File: src/rtl/wb_scoreboard.sv
// Write-back stage of the multi-cycle MIPS CPU.
// Picks the write-back source and destination, registers the register-file
// write for one cycle, and tracks which registers still await a producer so
// decode can stall on them.
module wb_scoreboard #(
   parameter int DATA_W = 32,
   parameter int ADDR_W = 5
) (
   input  logic              CLK,
   input  logic              RST,
   input  logic              iss_en,
   input  logic [ADDR_W-1:0] iss_reg,
   input  logic              wb_valid,
   output logic              wb_ready,
   input  logic [1:0]        wb_sel,
   input  logic [1:0]        wb_dst_sel,
   input  logic [ADDR_W-1:0] rt,
   input  logic [ADDR_W-1:0] rd,
   input  logic [DATA_W-1:0] alu_res,
   input  logic [DATA_W-1:0] mem_data,
   input  logic [DATA_W-1:0] pc4,
   output logic              RegWre,
   output logic [ADDR_W-1:0] WriteReg,
   output logic [DATA_W-1:0] WriteData,
   input  logic [ADDR_W-1:0] rs_q,
   input  logic [ADDR_W-1:0] rt_q,
   output logic              rs_busy,
   output logic              rt_busy,
   output logic [31:0]       pend_mask,
   output logic [31:0]       retire_cnt,
   output logic              err
);

   localparam logic STATE_IDLE   = 1'b0;
   localparam logic STATE_COMMIT = 1'b1;

   logic              state;
   logic              accept;
   logic              reserved;
   logic [ADDR_W-1:0] dstReg;
   logic [DATA_W-1:0] dstData;
   logic              issueHit;
   logic [31:0]       setMask;
   logic [31:0]       clearMask;
   logic              doubleIssue;

   assign wb_ready = 1'b1;
   assign accept   = wb_valid && wb_ready;

   // Decode the destination/source selects; reserved codes yield zero and flag the request
   always_comb begin
      dstReg   = '0;
      dstData  = '0;
      reserved = (wb_sel == 2'b11) || (wb_dst_sel == 2'b11);
      case (wb_dst_sel)
         2'b00:   dstReg = rt;
         2'b01:   dstReg = rd;
         2'b10:   dstReg = ADDR_W'(31);
         default: dstReg = '0;
      endcase
      case (wb_sel)
         2'b00:   dstData = alu_res;
         2'b01:   dstData = mem_data;
         2'b10:   dstData = pc4;
         default: dstData = '0;
      endcase
   end

   // Scoreboard set/clear masks; the clear comes from the write landing in the register file this edge
   always_comb begin
      issueHit    = iss_en && (iss_reg != '0);
      setMask     = issueHit ? (32'd1 << iss_reg) : 32'd0;
      clearMask   = ((state == STATE_COMMIT) && RegWre) ? (32'd1 << WriteReg) : 32'd0;
      doubleIssue = issueHit && pend_mask[iss_reg] && !clearMask[iss_reg];
   end

   assign rs_busy = (rs_q != '0) && pend_mask[rs_q];
   assign rt_busy = (rt_q != '0) && pend_mask[rt_q];

   // COMMIT means a registered write is being presented to the register file this cycle
   always_ff @(posedge CLK or negedge RST) begin
      if (!RST) begin
         state <= STATE_IDLE;
      end else if (accept) begin
         state <= STATE_COMMIT;
      end else begin
         state <= STATE_IDLE;
      end
   end

   // Register the selected write; $0 and reserved requests travel with the enable held low
   always_ff @(posedge CLK or negedge RST) begin
      if (!RST) begin
         RegWre    <= 1'b0;
         WriteReg  <= '0;
         WriteData <= '0;
      end else if (accept) begin
         RegWre    <= !reserved && (dstReg != '0);
         WriteReg  <= reserved ? '0 : dstReg;
         WriteData <= dstData;
      end else begin
         RegWre <= 1'b0;
      end
   end

   // Pending mask: clear the landing register, then a same-edge issue re-claims it for the new producer
   always_ff @(posedge CLK or negedge RST) begin
      if (!RST) begin
         pend_mask <= '0;
      end else begin
         pend_mask <= (pend_mask & ~clearMask) | setMask;
      end
   end

   // Every accepted request retires on the edge after acceptance, whether or not it writes
   always_ff @(posedge CLK or negedge RST) begin
      if (!RST) begin
         retire_cnt <= '0;
      end else if (state == STATE_COMMIT) begin
         retire_cnt <= retire_cnt + 32'd1;
      end
   end

   // Sticky protocol error: re-issuing a still-pending register or using a reserved encoding
   always_ff @(posedge CLK or negedge RST) begin
      if (!RST) begin
         err <= 1'b0;
      end else if (doubleIssue || (accept && reserved)) begin
         err <= 1'b1;
      end
   end

endmodule

File: config.mk
export PLATFORM = sky130hd
export DESIGN_NAME = wb_scoreboard
export DESIGN_NICKNAME = d
export VERILOG_FILES = /design/src/rtl/wb_scoreboard.sv
export SDC_FILE = /design/constraint.sdc
export NUM_CORES = 1
export LEC_CHECK = 0
export ABC_AREA = 1
export BUFFER_PORTS_ARGS = -buffer_cell sky130_fd_sc_hd__buf_2
export CAP_MARGIN = 40
export CORE_UTILIZATION = 46
export CTS_CLUSTER_SIZE = 20
export DETAILED_ROUTE_END_ITERATION = 8
export PLACE_DENSITY = 0.78
export SYNTH_ARGS = -nofsm -noshare
export SYNTH_HDL_FRONTEND = slang
export SYNTH_SLANG_ARGS = --single-unit
File: constraint.sdc
create_clock -name CLK -period 1.6 [get_ports CLK]
set_input_delay 0 -clock CLK [delete_from_list [all_inputs] [get_ports CLK]]
set_output_delay 0 -clock CLK [all_outputs]
set_load 0.01 [all_outputs]
; ---- Word-level counts from Yosys, hierarchy flattened
; Cells that the tools add are included.
[word_totals]
regBits = 104
inputBits = 129
out_inout_bits = 106
wordCells = 55
[op_classes]
addsub = 1
magnitude_cmp = 3
eq_ne = 6
n_shift = 2
n_mux = 15
bitwise_logic = 3
n_reduce_logical = 18
[ops]
columns = op, count
row1 = one-hot mux 32 bit (3 select lines), 1
row2 = two-way mux 32 bit, 2
row3 = << shifter 1 x 5 -> 32 bit (first input constant), 2
row4 = adder 32 x 1 -> 32 bit (second input constant), 1
row5 = bitwise AND 32 bit, 1
row6 = NOT 32 bit, 1
row7 = bitwise OR 32 bit, 1
row8 = binary-select mux 1 bit (select 5 bit), 4
row9 = nonzero test 5 bit, 4
row10 = < comparator 5 x 6 -> 1 bit (second input constant), 3
row11 = one-hot mux 5 bit (3 select lines), 1
row12 = == test 2 bit (second input constant), 4
row13 = logical AND 1 bit, 8
row14 = two-way mux 1 bit, 6
row15 = two-way mux 5 bit, 1
row16 = == test 2 x 1 -> 1 bit (second input constant), 2
row17 = zero test 2 bit, 2
row18 = zero test 1 bit, 2
row19 = logical OR 1 bit, 2

; ---- Depth between registers and ports, before layout
[depth]
depth_word = 7
ltp_mapped = 15
depth_no_buf = 13

; ---- Worst setup path after synthesis
; No wires, ideal clock.
[synth_timing]
path_type = register to register
start = register retire_cnt[0]
end = register retire_cnt[28]
setup_time_ns = 0.118
arrival_ns = 1.469
required_time_ns = 1.482
path_slack_ns = 0.013
stages_incl_launch_ff = 9
n_path_buf = 0
synth_period_minus_slack_ns = 1.587
path_cell_list = dfrtp_1 > ha_1 > nand3_1 > nor3_1 > nand2_1 > nor3_1 > nand4_1 > xor2_1 > inv_1
[synth_via]
elab_chain_cells = 1
[synth_rtl]
columns = item, line_no
row1 = from (decl), 30  ; output logic [31:0] retire_cnt,
row2 = from (signal assigned), 120  ; retire_cnt <= retire_cnt + 32'd1;
row3 = adder 32 x 1 -> 32 bit, 120
; No other way between the ends.
; A chain may end at the register's enable or synchronous reset.

; ---- Final worst setup path
; Same ends and word-level chain as after synthesis.

==> impl_metrics.toml <==
[worst_hold_path]
min_from = "alu_res[7]"
hp-class = "in2reg"
whs_path_depth = 4
whs_endpoint = "WriteData[7]"

[setup_path]
worstPathMaxFanout = 3
crit_path_top_delay_cell = "dfrtp_1"
critPathCaptureType = "flip-flop"
path_cells = "ha_2 > nand3_2 > nor3_2 > nand2_1 > nor3_2 > buf_4 > nand4_1 > xor2_1 > inv_1"
max_stage_delay_ns = 0.41
critPathBufInv = 2
r2r_start = "retire_cnt[0]"
cp.arrival_ns = 1.97
timing.rr.end = "retire_cnt[28]"
worstSetupPathType = "reg2reg"
cp.required_ns = 1.84
ff2ff_path_depth = 9
startpoint_type = "flip-flop"
critPathTopFamily = "simple AND/OR/NAND/NOR gates"
crit_top_cell = "nor3_2"
r2r_setup_slack_ns = -0.13

[final_layout]
drive_above_1_share_pct = 40.1
area_growth_pct = 48.2
layout_common_cells = "nand2_1, buf_2, buf_4"
nets = 1405
fin_area_mm2 = 0.00978
stdcell_count = 1463
final_common_cell = "nand2_1"

[yosys]
syn-num-nets = 1037
ys.flop_type = "dfrtp_1"
ys.warnings.count = 0
synth_edf_count = 0
yosysTopAreaCell = "dfrtp_1"
syn_area_mm2 = 0.00660
ys_top_cells_by_area = "dfrtp_1, nand2_1, nand3_1"
syn_inst = 907
synth_top_area_share_pct = 39.4
synth_seq_area_share_pct = 39.4
synth-seq-cells = 104
synthArstFlopShare_pct = 100
synth_cell_types = 42
avgSynthCellArea_um2 = 7.28

[timing]
period_share_pct = 108
tightest_slew_ns = 0.601
slew_headroom_pct = 59.9
final.setup.worst_slack_ns = -0.130
fin_skew_ns = 0.0100
finalCriticalPeriod_ns = 1.73
setup_violations = 10
max_freq_mhz = 578
drv_slew = 0
timing.hold.ws_ns = 0.00314
rsz0062_at_grt = "yes"
finalSetupTns_ns = -0.662
hold_violations = 0

[placed_design]
routabilityCongestion = 0.928
io_buffers = 233
place_inst = 1370
dp_hpwl_um = 17200
placed_area_mm2 = 0.00854

[routing]
wl_per_cell_um = 16.7
ant_nets = 0
dr.pass1.iters = 7
viasPerCell = 5.46
totalWireLength_um = 24400
drc = 0
num_vias = 7981
drt_iter0_drc = 641

[clocking]
clk_pin_slew_worst_paths_ns = 0.07
htree_levels = 3
clock_sinks = 104
insertion_delay_ns = 0.35
clock_path_buffers = 2
clockRootBuffer = "clkbuf_16"
cts_inserted_buffers = 9
cts_tree = "built"

[global_routing]
grt_max_degree = 86
grt_pass1_wl_um = 37200
grt_usage_pct = 32.2
grt_pass1_vias = 7558
antenna_found_initial = 3
overflow = 0

[die]
die_area_mm2 = 0.0148
pin_count = 235
dieWidth_um = 122
coreArea_mm2 = 0.0139
fp.dieH_um = 122
start_util_pct = 47.4
fp-row-count = 43

[job]
drv_cap = 0

[power]
p_per_area_mw_per_mm2 = 841
leakagePower_nw = 5.15
total_power_mw = 8.23
ir_drop_v = 0.000706

[run_status]
outcome = "finished, violations left"
violations = "negative setup slack"
## cells by family after synthesis
logic type	count (synthesis)	synth area share (%)
DFF	104	39.4
and+or+nand+nor	471	31.5
muxes	32	5.46
xor gates and xnor gates	27	3.58
buffers and inverters	129	8.03
AOI/OAI and AO/OA	142	11.7
other	1	0.0568
adders and majority gates	1	0.189
## synthesized netlist by cell type (2+ instances only)
cell type and number:
nand3_1 88, dfrtp_1 104, nor3_2 2, nor2_1 63
mux2_2 32, nor3_1 14, inv_1 83, nor2_2 6
buf_2 13, nor4_1 5, nand2_2 5, buf_4 4
o21a_1 2, o221ai_1 3, nand4_1 10, nand2_1 265
a31oi_1 3, xnor2_1 12, buf_6 2, nand4_2 3
inv_2 6, nand3_2 2, a21oi_1 24, o211ai_1 7
clkbuf_1 20, xor2_1 15, o21ai_0 84, o22ai_1 16
## area by class of cell
cell class              count  area [µm²]
fillers                  1073        4150
multi-input cells         674        3740
flip-flops and latches    104        2610
repair buffers            396        2550
inverters                  90         352
clock buffers               9         225
well taps                 180         225
clock inverters             7        71.3
diodes                      3        7.51
## where the power goes
group	switching [mW]	internal, mW	leakage [nW]
clock	1.03	1.22	0.143
sequential	0.334	2.96	1.23
combinational	1.45	1.24	3.77
total	2.82	5.41	5.15
## repair_timing
action | CTS | global route
hold buffers | 30 | 0
gates resized for setup | 32 | 76
buffers inserted | 15 | 30
pin swaps | 3 | 36
hold endpoints to repair | 127 | 0
setup endpoints to repair | 11 | 20
## how the worst max path moves through the flow
stage	depth (start not counted)	endpoint	startpoint	slack (ns)
finish	9	retire_cnt[28]	retire_cnt[0]	-0.13
global placement	10	err	WriteReg[0]	-0.06
detailed placement	12	err	WriteReg[1]	-0.12
floorplan	8	retire_cnt[28]	retire_cnt[0]	0.01
CTS	13	err	state	-0.04
global route	9	retire_cnt[28]	retire_cnt[0]	-0.23
## routing by layer
metal / vias to the layer above / part of all wire [%] / GRT usage, %
met5: - / 0 / 0
met4: 0 / 4.4 / 15.8
met3: 78 / 7.9 / 6.65
met2: 430 / 49 / 54.2
met1: 3750 / 39 / 39.2
li1: 3723 / - / -
## sequential cells by signal, indices dropped and copies added, names as in the netlist
signal / cells
WriteData: 32
pend_mask: 32
retire_cnt: 32
WriteReg: 5
RegWre: 1
err: 1
state: 1
## metrics by stage
step | util, % | setup WS [ns]
floorplan | - | 0.0129
global placement | 61.0 | -0.0650
detailed placement | 61.3 | -0.118
CTS | 66.7 | -0.0356
global route | 70.2 | -0.230
finish | 70.2 | -0.130
## tightest hold or removal path, stage by stage
cell	delay [ns]
buf_2	0.07
nand2_1	0.04
nand3_1	0.07
mux2_2	0.13
No activity file was read; power rests on OpenSTA's default activity.
